--- src/rtl/change_dispenser.sv ---
// Pays out an 8-bit change amount as single-coin hopper requests.
// Denominations are chosen greedily, largest first, and each request has an acknowledge timeout.
module change_dispenser #(
  parameter int DEN0        = 20,
  parameter int DEN1        = 10,
  parameter int DEN2        = 5,
  parameter int DEN3        = 1,
  parameter int ACK_TIMEOUT = 16
) (
  input  logic       clk,
  input  logic       rst,
  input  logic       change_valid,
  input  logic [7:0] change,
  input  logic       coin_ack,
  output logic       busy,
  output logic       coin_valid,
  output logic [1:0] coin_denom,
  output logic [7:0] coin_count,
  output logic       done,
  output logic       fault
);

  localparam logic [7:0] D0 = 8'(DEN0);
  localparam logic [7:0] D1 = 8'(DEN1);
  localparam logic [7:0] D2 = 8'(DEN2);
  localparam logic [7:0] D3 = 8'(DEN3);
  localparam int         TW = $clog2(ACK_TIMEOUT + 1);

  typedef enum logic [2:0] {
    IDLE,
    SELECT,
    ISSUE,
    DONE,
    FAULT
  } state_t;

  state_t        state;
  logic [7:0]    remaining;
  logic [7:0]    cur_value;
  logic [TW-1:0] timer;
  logic [TW-1:0] timer_next;
  logic [1:0]    sel_code;
  logic [7:0]    sel_value;

  // Largest denomination that still fits in the remaining amount.
  always_comb begin
    sel_code  = 2'd3;
    sel_value = D3;
    if (remaining >= D0) begin
      sel_code  = 2'd0;
      sel_value = D0;
    end else if (remaining >= D1) begin
      sel_code  = 2'd1;
      sel_value = D1;
    end else if (remaining >= D2) begin
      sel_code  = 2'd2;
      sel_value = D2;
    end
  end

  assign timer_next = timer + TW'(1);

  always_ff @(posedge clk) begin
    if (rst) begin
      state      <= IDLE;
      remaining  <= '0;
      cur_value  <= '0;
      timer      <= '0;
      busy       <= 1'b0;
      coin_valid <= 1'b0;
      coin_denom <= '0;
      coin_count <= '0;
      done       <= 1'b0;
      fault      <= 1'b0;
    end else begin
      done <= 1'b0;
      case (state)
        IDLE: begin
          busy       <= 1'b0;
          coin_valid <= 1'b0;
          if (change_valid) begin
            remaining  <= change;
            coin_count <= '0;
            busy       <= 1'b1;
            state      <= SELECT;
          end
        end

        SELECT: begin
          if (remaining == '0) begin
            done  <= 1'b1;
            busy  <= 1'b0;
            state <= DONE;
          end else begin
            coin_denom <= sel_code;
            cur_value  <= sel_value;
            coin_valid <= 1'b1;
            timer      <= '0;
            state      <= ISSUE;
          end
        end

        // An acknowledge on the same edge the timeout would expire still wins.
        ISSUE: begin
          if (coin_ack) begin
            remaining  <= remaining - cur_value;
            coin_count <= coin_count + 8'd1;
            coin_valid <= 1'b0;
            state      <= SELECT;
          end else if (timer_next == TW'(ACK_TIMEOUT)) begin
            timer      <= timer_next;
            coin_valid <= 1'b0;
            fault      <= 1'b1;
            state      <= FAULT;
          end else begin
            timer <= timer_next;
          end
        end

        DONE: begin
          busy  <= 1'b0;
          state <= IDLE;
        end

        FAULT: begin
          busy       <= 1'b1;
          coin_valid <= 1'b0;
          fault      <= 1'b1;
        end

        default: begin
          busy       <= 1'b0;
          coin_valid <= 1'b0;
          state      <= IDLE;
        end
      endcase
    end
  end

endmodule
--- config.mk ---
export PLATFORM = sky130hd
export DESIGN_NAME = change_dispenser
export DESIGN_NICKNAME = d
export VERILOG_FILES = /design/src/rtl/change_dispenser.sv
export SDC_FILE = /design/constraint.sdc
export NUM_CORES = 1
export LEC_CHECK = 0
export CORE_MARGIN = 3
export CORE_UTILIZATION = 53
export CTS_BUF_LIST = sky130_fd_sc_hd__clkbuf_4 sky130_fd_sc_hd__clkbuf_8 sky130_fd_sc_hd__clkbuf_16
export CTS_CLUSTER_SIZE = 24
export DETAILED_ROUTE_END_ITERATION = 8
export PLACE_DENSITY = 0.8
export SYNTH_ARGS = -nofsm -noshare
export SYNTH_HDL_FRONTEND = slang
export SYNTH_SLANG_ARGS = --single-unit
--- constraint.sdc ---
create_clock -name clk -period 2.65 [get_ports clk]
set_input_delay 0.265 -clock clk [delete_from_list [all_inputs] [get_ports clk]]
set_output_delay 0.265 -clock clk [all_outputs]
set_load 0.03 [all_outputs]
==> results by group <==
Worst setup path
  • Critical Path End Type: register
  • Arrival time worst endpoint: roughly 2.4 ns
  • Required @ worst endpoint: roughly 3 ns
  • Crit Path Max Fanout: 12
  • Crit start category: register
  • Setup CP Type: register to register

Synth
  • Yosys top cell area share: around 37%
  • Synthesized area per cell: 8.34 sq um
  • Async S/R FF share, synth: 0%
  • Number of synthesized register bits: 33
  • Net count after synthesis: approximately 230
  • Synth cell count leaders: 33 x dfxtp_1, 25 x nor2_1, 18 x nand2_1, 17 x a21oi_1
  • Post-synth EDFFs: 0
  • Yosys cell types: 47
  • Area leader, netlist: dfxtp_1
  • Register area share after synthesis: between 30% and 40%
  • Syn Inst Count: around 210
  • Most common cell in the netlist: dfxtp_1
  • Area of the mapped netlist: between 1500 and 2000 sq um
  • Dominant synthesized flop cell: dfxtp_1
  • Synth area leaders: dfxtp_1 37%, nor2_1 5.3%, ha_1 4.9%
  • Yosys Warn Count: 0

Timing
  • RSZ-0062 raised after global routing: false
  • Final Max Slew Viols: 0
  • Max_slew headroom: 69.6%
  • Clk_skew: ~0.016 ns
  • Final period util: approximately four fifths
  • Crit path time final: 2.12 ns
  • # setup viols final: 0
  • Final Hold Viols: 0
  • Setup TNS: 0 ns
  • Fmax: approximately 470 MHz
  • Worst slew pin tran: 0.453 ns
  • Minimum hold slack: about 0.45 ns
  • Final WS setup: ~0.53 ns

Route
  • Initial DRC count: 94
  • Routed WL: around 4000 microns
  • Wire per inst: 13.7 microns
  • Vias/cell: around 5.8
  • Pre-Repair DR Iteration Count: 4
  • ANT nets after route: 0
  • Post-route DRC: 0
  • Routed vias: approximately 1.6k

Floorplan
  • Core footprint: ~3100 sq um
  • FP Rows: 20
  • Initial Utilization: 57.1%
  • Chip width: about 64 microns
  • Die height: about 64 microns
  • # IOs: 26
  • Die area: between 4000 and 5000 sq um

Pwr
  • Switch Pwr: 0.000433 W
  • Pwr per Cell Area: slightly below 600 nW/um^2
  • Combinational share of power: between 30% and 40%
  • Seq pwr share: between 40 and 50%
  • Switching share of power: about a third
  • Pleak: between 0.7 and 0.8 nW
  • Clk network pwr share: 22.8%
  • Max IR drop VDD: around 0.31 mV
  • Int Power: ~0.00082 W
  • Total power: about 0.0013 W

Layout
  • Final net count: 260
  • Share of cells above drive strength 1: 7.05%
  • Syn-to-layout area delta: 18.9%
  • Antenna cells: 0

Global routing
  • Overall routing resource usage: about a fifth
  • Largest net degree at the start of global routing: 23
  • Initial antenna violation count: 0
  • Grt ovf: 0
  • First-pass GRT wire length: 6750 microns
  • Vias in the first global route: around 1.6k

Status
  • Run status: finished, final reports clean

Placed design
  • Pre-CTS setup slack: around 0.54 ns
  • Number of port buffers: 25
  • GP Congestion: between 0.9 and 1
  • Final HPWL DP: roughly 2900 microns

Clock tree
  • TritonCTS clock tree: done
  • Clk_lat worst skew: approximately 0.35 ns
  • Worst-path clk slew: approximately 0.11 ns
  • Setup Buffers After CTS: 0
  • # hold bufs at CTS: 0
  • Clk root buf: clkbuf_4
  • CTS max path bufs: 2
  • Total CTS buffers: 5
  • Post-CTS sizing: 0
  • H-tree levels: 2
  • Clock sink count: 33

Run
  • Max-cap check violation count: 0

Min path
  • Worst min path class: register to register
## power by group through the flow
stage                     clock network (W)  logic, W  registers (W)
after CTS                          0.000292  0.000391       0.000578
after detailed placement                  0  0.000388       0.000589
after global routing               0.000309  0.000440       0.000586
after floorplan                           0  0.000289       0.000589
final                              0.000286  0.000393       0.000578
after global placement                    0  0.000387       0.000588
## final cells by class
cell class,instances,area (sq um)
multi-input cells,162,1040
fillers,267,1010
flip-flops and latches,33,661
repair buffers,29,280
well taps,44,55.1
clock buffers,6,45.0
inverters,9,33.8
clock inverters,2,10.0
## state kept, by name, indices dropped and copies added, names as in the netlist
register,cells
state,3
cur_value,4
coin_valid,1
coin_count,8
fault,1
busy,1
coin_denom,1
done,1
timer,5
remaining,8
## cells by family after synthesis
kind of cell / count (synthesis) / share of synthesized area (%)
buf+inv: 19 / 5.19
compound gates: 51 / 18.4
mux: 6 / 3.36
flops: 33 / 37.0
xor+xnor: 10 / 4.91
fa+ha+maj: 8 / 6.03
simple gates: 87 / 25.1
## through the flow
stage / cell area [sq um] / instances / util (%)
6_report: 2120 / 285 / 67.8
3_3_place_gp: 2070 / 277 / 66.1
3_5_place_dp: 2070 / 277 / 66.1
5_1_grt: 2120 / 285 / 67.8
4_1_cts: 2120 / 285 / 67.8
2_1_floorplan: 1790 / 214 / -
## worst max-delay path, stage by stage (launching register included)
cell,delay [ns]
dfxtp_1,0.57
or3b_2,0.51
or4_1,0.62
nand3_2,0.15
o21ai_1,0.08
a21oi_1,0.14
## placed cells by master, fill, tap and decap left out, types with 2 or more instances in the layout
cell type / instances
inv_1: 9
xor2_1: 5
buf_4: 4
clkinv_2: 2
clkbuf_4: 6
nor2_1: 25
nor4_1: 2
nand4b_1: 3
clkdlybuf4s50_1: 25
a21o_1: 4
ha_1: 7
or3_1: 4
dfxtp_1: 33
a31oi_1: 3
or3b_2: 2
o21a_1: 2
xnor2_1: 5
nand2b_1: 4
nor3_1: 7
mux2i_1: 6
a221oi_1: 3
nand3_1: 5
nand4_1: 5
a21oi_1: 17
o21ai_0: 9
and2_1: 2
nor3b_1: 3
o221ai_1: 3
nand2_1: 18
## metal layers
metal / share of wire [%] / up-vias / global-route usage [%]
met5: 0 / - / 0
met4: 1.6 / 0 / 8.63
met3: 6.7 / 10 / 7.21
met2: 43 / 50 / 32.1
met1: 48 / 757 / 27.3
li1: - / 828 / -
## final timing paths
| check | startpoint | endpoint | slack [ns] | cells after the start |
|---|---|---|---|---|
| hold reg to reg | coin_denom[0] | coin_denom[0] | 0.45 | 2 |
| hold / removal | coin_denom[0] | coin_denom[0] | 0.45 | 2 |
| setup / recovery | state[0] | timer[4] | 0.53 | 5 |
| setup reg to reg | state[0] | timer[4] | 0.53 | 5 |
Power figures use the tool's default switching activity.
